===== src/rtl/tick_monitor.sv =====
// Observes an asynchronous divided clock, emits one-cycle edge ticks and checks
// each edge-to-edge interval against EXP_HALF +/- TOL with sticky error flags.
module tick_monitor #(
  parameter int EXP_HALF = 7500000,
  parameter int TOL      = 16,
  parameter int CW       = 33
) (
  input  logic          in_clk,
  input  logic          rst,
  input  logic          slow_clk,
  input  logic          clear,
  output logic          rise_tick,
  output logic          fall_tick,
  output logic [CW-1:0] half_period,
  output logic          period_valid,
  output logic          err_fast,
  output logic          err_slow
);

  typedef enum logic [1:0] {
    SEEK  = 2'd0,
    TRACK = 2'd1,
    LOST  = 2'd2
  } state_e;

  localparam logic [CW-1:0] MIN_C  = CW'(EXP_HALF - TOL);
  localparam logic [CW-1:0] MAX_C  = CW'(EXP_HALF + TOL);
  localparam logic [CW-1:0] ZERO_C = {CW{1'b0}};
  localparam logic [CW-1:0] ONE_C  = {{(CW-1){1'b0}}, 1'b1};
  localparam logic [CW-1:0] SAT_C  = {CW{1'b1}};

  function automatic logic [CW-1:0] sat_inc(input logic [CW-1:0] v);
    if (v == SAT_C) begin
      return SAT_C;
    end else begin
      return v + ONE_C;
    end
  endfunction

  state_e        state_q, state_d;
  logic          sync1_q, sync1_d, sync2_q, sync2_d, hist_q, hist_d;
  logic [1:0]    prime_q, prime_d;
  logic [CW-1:0] cnt_q, cnt_d;
  logic [CW-1:0] half_period_q, half_period_d;
  logic          period_valid_q, period_valid_d;
  logic          rise_tick_q, rise_tick_d, fall_tick_q, fall_tick_d;
  logic          err_fast_q, err_fast_d, err_slow_q, err_slow_d;
  logic          primed_s, edge_s, set_fast_s, set_slow_s;
  logic [CW-1:0] meas_s;

  // Next-state, measurement and flag logic.
  always_comb begin
    sync1_d        = slow_clk;
    sync2_d        = sync1_q;
    hist_d         = sync2_q;
    state_d        = state_q;
    half_period_d  = half_period_q;
    period_valid_d = period_valid_q;
    set_fast_s     = 1'b0;
    set_slow_s     = 1'b0;

    if (prime_q == 2'd3) begin
      prime_d = prime_q;
    end else begin
      prime_d = prime_q + 2'd1;
    end
    primed_s = (prime_q == 2'd3);
    edge_s   = primed_s && (sync2_q != hist_q);
    // meas_s is the interval that would be reported if an edge lands this cycle.
    meas_s   = sat_inc(cnt_q);
    cnt_d    = meas_s;

    case (state_q)
      SEEK: begin
        if (edge_s) begin
          state_d = TRACK;
          cnt_d   = ZERO_C;
        end else begin
          cnt_d   = meas_s;
        end
      end
      TRACK: begin
        if (edge_s) begin
          cnt_d         = ZERO_C;
          half_period_d = meas_s;
          if (meas_s < MIN_C) begin
            set_fast_s     = 1'b1;
            period_valid_d = 1'b0;
          end else if (meas_s > MAX_C) begin
            set_slow_s     = 1'b1;
            period_valid_d = 1'b0;
          end else begin
            period_valid_d = 1'b1;
          end
        end else if (meas_s > MAX_C) begin
          set_slow_s     = 1'b1;
          period_valid_d = 1'b0;
          state_d        = LOST;
        end else begin
          state_d = TRACK;
        end
      end
      LOST: begin
        if (edge_s) begin
          state_d = TRACK;
          cnt_d   = ZERO_C;
        end else begin
          state_d = LOST;
        end
      end
      default: begin
        state_d = SEEK;
        cnt_d   = ZERO_C;
      end
    endcase

    rise_tick_d = edge_s && sync2_q;
    fall_tick_d = edge_s && !sync2_q;
    err_fast_d  = (err_fast_q && !clear) || set_fast_s;
    err_slow_d  = (err_slow_q && !clear) || set_slow_s;
  end

  // State and output registers.
  always_ff @(posedge in_clk or negedge rst) begin
    if (!rst) begin
      state_q        <= SEEK;
      sync1_q        <= 1'b0;
      sync2_q        <= 1'b0;
      hist_q         <= 1'b0;
      prime_q        <= 2'd0;
      cnt_q          <= ZERO_C;
      half_period_q  <= ZERO_C;
      period_valid_q <= 1'b0;
      rise_tick_q    <= 1'b0;
      fall_tick_q    <= 1'b0;
      err_fast_q     <= 1'b0;
      err_slow_q     <= 1'b0;
    end else begin
      state_q        <= state_d;
      sync1_q        <= sync1_d;
      sync2_q        <= sync2_d;
      hist_q         <= hist_d;
      prime_q        <= prime_d;
      cnt_q          <= cnt_d;
      half_period_q  <= half_period_d;
      period_valid_q <= period_valid_d;
      rise_tick_q    <= rise_tick_d;
      fall_tick_q    <= fall_tick_d;
      err_fast_q     <= err_fast_d;
      err_slow_q     <= err_slow_d;
    end
  end

  assign rise_tick    = rise_tick_q;
  assign fall_tick    = fall_tick_q;
  assign half_period  = half_period_q;
  assign period_valid = period_valid_q;
  assign err_fast     = err_fast_q;
  assign err_slow     = err_slow_q;

endmodule


===== config.mk =====
export PLATFORM = sky130hd
export DESIGN_NAME = tick_monitor
export DESIGN_NICKNAME = d
export VERILOG_FILES = /design/src/rtl/tick_monitor.sv
export SDC_FILE = /design/constraint.sdc
export NUM_CORES = 1
export LEC_CHECK = 0
export CORE_MARGIN = 5
export CORE_UTILIZATION = 59
export CTS_BUF_LIST = sky130_fd_sc_hd__clkbuf_4 sky130_fd_sc_hd__clkbuf_8
export DETAILED_ROUTE_END_ITERATION = 8
export GPL_TIMING_DRIVEN = 0
export PLACE_DENSITY = 0.83
export SYNTH_ARGS = -nofsm -noshare
export SYNTH_HDL_FRONTEND = slang
export SYNTH_SLANG_ARGS = --single-unit

===== constraint.sdc =====
create_clock -name in_clk -period 3.77 [get_ports in_clk]
set_input_delay 0.754 -clock in_clk [delete_from_list [all_inputs] [get_ports in_clk]]
set_output_delay 0.754 -clock in_clk [all_outputs]
set_load 0.005 [all_outputs]

==> results.cfg, run 1 <==
[floorplanning]
die_h_um = 92.28
core_area_um2 = 6681
start_util = 0.5978
num_io_pins = 42
die_x_um = 92.28
die_area_um2 = 8515
rows = 30

[layout]
post-route-util = 0.7167
layout_commonest_cell = dfrtp_1
area_delta_synth_final_pct = 19.89
fin_nets = 494
drive_gt1_frac = 0.08943
mostFrequentLayoutCells = dfrtp_1 (78), nor2_1 (66), nand2_1 (50)
antenna_cells = 0
fill_cells = 533

[timing]
rsz0062_at_grt = no
setup-violations-final = 0
slew_viol_final = 0
tightest_slew_ns = 0.6852
fin_crit_sh = 0.9230
fin_skew_ns = 0.01077
relSlewSlack = 0.5384
period_minus_slack_ns = 3.480
timing.fmax_mhz = 287.4
final.setup.worst_slack_ns = 0.2902
final_hold_viol_count = 0

[pwr]
clockPowerShare = 0.426
p_leak_nw = 2.060
power_frac_seq = 0.472
p_int_mw = 1.454
switching_share = 0.2313
switchingPower_mw = 0.4375
ir_drop_mv = 0.2500
combPwrFrac = 0.103
power.density_nw_per_um2 = 395.0

[global_routing]
overflow = 0
grt_pass1_wl_um = 17260
grt_pass1_vias = 3399
track_usage = 0.2594
antenna_found_initial = 0
grt_max_degree = 47

[place]
place.gp.congestion = 0.9084
io_buffers = 41
hpwl_um = 7538
dp_worst_setup_slack_ns = 0.4019

[clock_tree]
cts_tree = built
clk_path_buf_depth = 2
cts_setup_buffers = 0
cts_inserted_buffers = 9
cts_resized = 0
cts_hold_buf = 0
clk_pin_slew_ns = 0.08
cts_max_level = 3
insertion_delay_ns = 0.35
cts_root_buffer = clkbuf_8
cts.sinks = 78

[run_status]
status = finished, final reports clean

[yosys]
synthTopCellsByArea = dfrtp_1 (49%), nor2_1 (6.2%), nand2_1 (4.7%), o21ai_0 (3.8%), xnor2_1 (3.3%)
synth_seq_cells = 78
synth_nets = 441
synth-warning-count = 0
ys.flop_type = dfrtp_1
synth_cell_types = 60
yosys.area.top_type = dfrtp_1
syn_avg_cell_area_um2 = 9.181
seq_area_frac_synth = 0.4887
synthCells = 435
synth_top_area_frac = 0.4887
synth_edf_count = 0
synthesis.area_um2 = 3994
async_flop_share = 1.000

[critical_path]
path_class = reg -> reg
cp.arrival_ns = 3.72
start_kind = flop
cp_max_fo = 10
cp-end-kind = flop
worstPathRequired_ns = 4.01

[detailed_routing]
wirelength_um = 10280
dr_total_vias = 3469
drc_errors = 0
initialDrtViolationCount = 236
viasPerCell = 6.065
drtAntennaViolNets = 0
first_pass_iters = 6
wire_per_inst_um = 17.97

[hold_path]
hp-class = in -> async

[run]
cap_violations = 0
power by group through the flow:
stage	sequential (mW)	clock (mW)	combinational, mW
after floorplan	0.907	0	0.0838
after global placement	0.908	0	0.186
after detailed placement	0.909	0	0.194
after CTS	0.892	0.814	0.195
after global routing	0.899	0.856	0.216
final	0.892	0.805	0.194
cell type report:
type                    instances  area (µm²)  area share
inverters                       5       18.77    0.003920
clock inverters                 6       135.1     0.02822
repair buffers                 42       435.4     0.09093
clock buffers                   9       123.9     0.02587
plain buffers                  27       122.6     0.02561
well taps                      80       100.1     0.02090
multi-input cells             325        1901      0.3969
flip-flops and latches         78        1952      0.4076
cell usage after synthesis, types with 2 or more instances:
cell      number
nor4b_1        3
a21oi_1       12
and3b_1        2
and4_1         6
and4bb_1       2
nand4b_1       2
nor2b_1        2
o31a_1         3
nor4_1         9
o21a_1         2
inv_1          5
o21ai_0       30
nand3_1       15
a21o_1         2
o311a_1        2
ha_1           2
or2_2          3
o22ai_1        2
xor2_1        10
and2_1         4
a31oi_1       10
buf_2         11
and3_1         8
nand3b_1       3
xnor2_1       15
a211oi_1       2
buf_4          2
nand2_1       50
nand4_1       16
nor3_1        15
dfrtp_1       78
a2111o_1       2
clkbuf_1      13
nor2_1        66
worst max-delay path, stage by stage, from the launching register on:
cell     delay, ns
dfrtp_1       0.52
ha_1          0.19
buf_2         0.19
nand4_1       0.33
nor4_4        0.50
and3_1        0.28
buf_4         0.21
nor2_1        0.13
a31o_2        0.27
o31ai_1       0.38
a21oi_2       0.11
o221a_2       0.25
stage by stage:
stage	hold WS, ns	std cells	TNS (ns)	cell area (µm²)	power [mW]
2_1_floorplan	0.3312	435	0	3994	0.9906
3_3_place_gp	0.3314	556	-48.09	4504	1.094
3_5_place_dp	0.3656	557	0	4529	1.103
4_1_cts	0.3481	572	0	4788	1.901
5_1_grt	0.3738	572	0	4788	1.970
6_report	0.3389	572	0	4788	1.891
layer usage:
metal | wire (µm) | GRT usage | vias up
met4 | 204 | 0.09653 | 0
met5 | 0 | 0 | -
li1 | - | - | 1655
met2 | 4692 | 0.4015 | 115
met1 | 4834 | 0.3717 | 1679
met3 | 544 | 0.03692 | 20
sequential cells by signal, indices dropped and copies added, names as in the netlist:
name          count
err_fast          1
cnt_q            33
period_valid      1
err_slow          1
sync1_q           1
hist_q            1
hist_d            1
fall_tick         1
state_q           2
prime_q           2
rise_tick         1
half_period      33
worst paths after layout:
| kind | endpoint | startpoint | cells after the start | slack [ns] |
|---|---|---|---|---|
| hold / removal | half_period[7]$_DFFE_PN0P_ | rst | 1 | 0.34 |
| setup reg to reg | period_valid$_DFFE_PN0P_ | cnt_q[0]$_DFF_PN0_ | 11 | 0.29 |
| hold reg to reg | hist_d$_DFF_PN0_ | sync1_q$_DFF_PN0_ | 0 | 0.37 |
| max in group asynchronous | sync1_q$_DFF_PN0_ | rst | 2 | 2.85 |
| setup / recovery | period_valid$_DFFE_PN0P_ | cnt_q[0]$_DFF_PN0_ | 11 | 0.29 |
| min in group in_clk | hist_d$_DFF_PN0_ | sync1_q$_DFF_PN0_ | 0 | 0.37 |
cell families (layout without fill, tap and decap cells):
| group | Yosys count | after routing | synth area share |
|---|---|---|---|
| flip-flops | 78 | 78 | 0.4887 |
| XOR/XNOR | 25 | 25 | 0.05482 |
| AO/OA/AOI/OAI | 79 | 79 | 0.1259 |
| AND/OR/NAND/NOR | 218 | 218 | 0.2860 |
| adder cells (fa/ha/maj) | 2 | 2 | 0.006265 |
| multiplexers | 1 | 1 | 0.002819 |
| buffers and inverters | 32 | 89 | 0.03540 |
No activity file was read; power rests on OpenSTA's default activity.
==> inputs of run 2 (changes only) <==
Settings changed: CORE_UTILIZATION 59 to 50, GPL_TIMING_DRIVEN 0 to default, PLACE_DENSITY 0.83 to 0.72.
==> results.cfg, run 2 (same netlist as run 1, synthesis figures left out) <==
[pwr]
power_frac_seq = 0.542
p_int_mw = 1.204
clockPowerShare = 0.352
combPwrFrac = 0.106
ir_drop_mv = 0.3217
switching_share = 0.2705
p_leak_nw = 1.947
power.density_nw_per_um2 = 356.7
switchingPower_mw = 0.4464

[detailed_routing]
initialDrtViolationCount = 315
wirelength_um = 9829
drc_errors = 0
dr_total_vias = 3359
drtAntennaViolNets = 0
wire_per_inst_um = 17.18
viasPerCell = 5.872
first_pass_iters = 5

[place]
dpl_cell_area_um2 = 4444
io_buffers = 41
hpwl_um = 6984
place.gp.congestion = 0.9341

[global_routing]
overflow = 0
track_usage = 0.2078
grt_pass1_vias = 3262
grt_max_degree = 79
antenna_found_initial = 0
grt_pass1_wl_um = 16370

[timing]
fin_crit_sh = 0.8780
slew_viol_final = 0
timing.fmax_mhz = 302.1
fin_setup_tns_ns = 0
relSlewSlack = 0.2081
tightest_slew_ns = 1.185
setup-violations-final = 0
fin_skew_ns = 0.007480
rsz0062_at_grt = no
period_minus_slack_ns = 3.310
final_hold_viol_count = 0

[layout]
drive_gt1_frac = 0.07660
mostFrequentLayoutCells = dfrtp_1 (78), nor2_1 (66), nand2_1 (50)
area_delta_synth_final_pct = 15.85
layout_commonest_cell = dfrtp_1
design_area_um2 = 4627
antenna_cells = 0
fin_nets = 471

[hold_path]
hp-class = reg -> reg

[floorplanning]
die_area_um2 = 9875
start_util = 0.5142
num_io_pins = 42
rows = 32
core_area_um2 = 7767
die_x_um = 99.38
die_h_um = 99.38

[clock_tree]
cts_hold_buf = 0
cts_setup_buffers = 0
clk_path_buf_depth = 2
cts_inserted_buffers = 9
cts.sinks = 78
cts_resized = 0
cts_root_buffer = clkbuf_8
clk_pin_slew_ns = 0.08
insertion_delay_ns = 0.35
cts_max_level = 3
cts_tree = built

[critical_path]
start_kind = flop
path_buf_inv = 0
cp.arrival_ns = 3.55
cp-end-kind = flop
path_cells = ha_1 -> nand4_1 -> nor4_4 -> and4bb_1 -> nor4_1 -> or3b_4 -> o31ai_1 -> a21oi_2 -> o221a_2
cp_max_fo = 9
worstPathRequired_ns = 4.01
cpPeakStageDelay_ns = 0.49
path_class = reg -> reg
cpMaxStageDelayCell = dfrtp_1
crit_family = simple AND/OR/NAND/NOR gates

[run]
cap_violations = 0

[run_status]
status = finished, final reports clean
run 2: cell types whose count changed in the layout (fill, tap and decap cells not counted), moves of 3 or more:
| cell | change |
|---|---|
| bufinv_16 | -4 |
| buf_2 | -11 |
| clkbuf_1 | -13 |
| buf_4 | +3 |
run 2: final cells by class:
| cell class | instances | area (µm²) |
|---|---|---|
| clock buffers | 10 | 137.6 |
| flip-flops and latches | 78 | 1952 |
| inverters | 5 | 18.77 |
| repair buffers | 46 | 445.4 |
| fillers | 680 | 3141 |
| clock inverters | 6 | 45.04 |
| multi-input cells | 325 | 1901 |
| well taps | 102 | 127.6 |
run 2: layer usage:
metal / global-route usage / wire [µm] / vias to the layer above
li1: - / - / 1609
met3: 0.05470 / 694 / 11
met4: 0.06513 / 177 / 0
met2: 0.3073 / 4170 / 136
met1: 0.2990 / 4787 / 1603
met5: 0 / 0 / -
run 2: metrics by stage:
stage	power (mW)	util	instances	setup slack, ns	hold WS [ns]
after floorplan	0.9906	-	435	0.9854	0.3312
after global placement	1.087	0.5722	556	0.6695	0.3326
after detailed placement	1.087	0.5722	556	0.5568	0.3365
after CTS	1.670	0.5957	572	0.5270	0.3566
after global routing	1.728	0.5957	572	0.2517	0.3588
final	1.650	0.5957	572	0.4600	0.3541
run 2: power groups by stage:
| stage | sequential [mW] | combinational, mW | clock, mW |
|---|---|---|---|
| finish | 0.894 | 0.175 | 0.582 |
| detailed placement | 0.910 | 0.177 | 0 |
| global placement | 0.909 | 0.178 | 0 |
| floorplan | 0.907 | 0.0838 | 0 |
| global route | 0.900 | 0.195 | 0.632 |
| CTS | 0.894 | 0.177 | 0.599 |
run 2: final timing paths:
check	startpoint	end	slack, ns	cells after the start
max in group asynchronous	rst	state_q[0]$_DFFE_PN0P_	2.60	1
worst min-delay path	sync1_q$_DFF_PN0_	hist_d$_DFF_PN0_	0.35	0
worst max register to register	cnt_q[0]$_DFF_PN0_	period_valid$_DFFE_PN0P_	0.46	9
min in group asynchronous	rst	half_period[10]$_DFFE_PN0P_	0.55	1
worst min register to register	sync1_q$_DFF_PN0_	hist_d$_DFF_PN0_	0.35	0
worst max-delay path	cnt_q[0]$_DFF_PN0_	period_valid$_DFFE_PN0P_	0.46	9
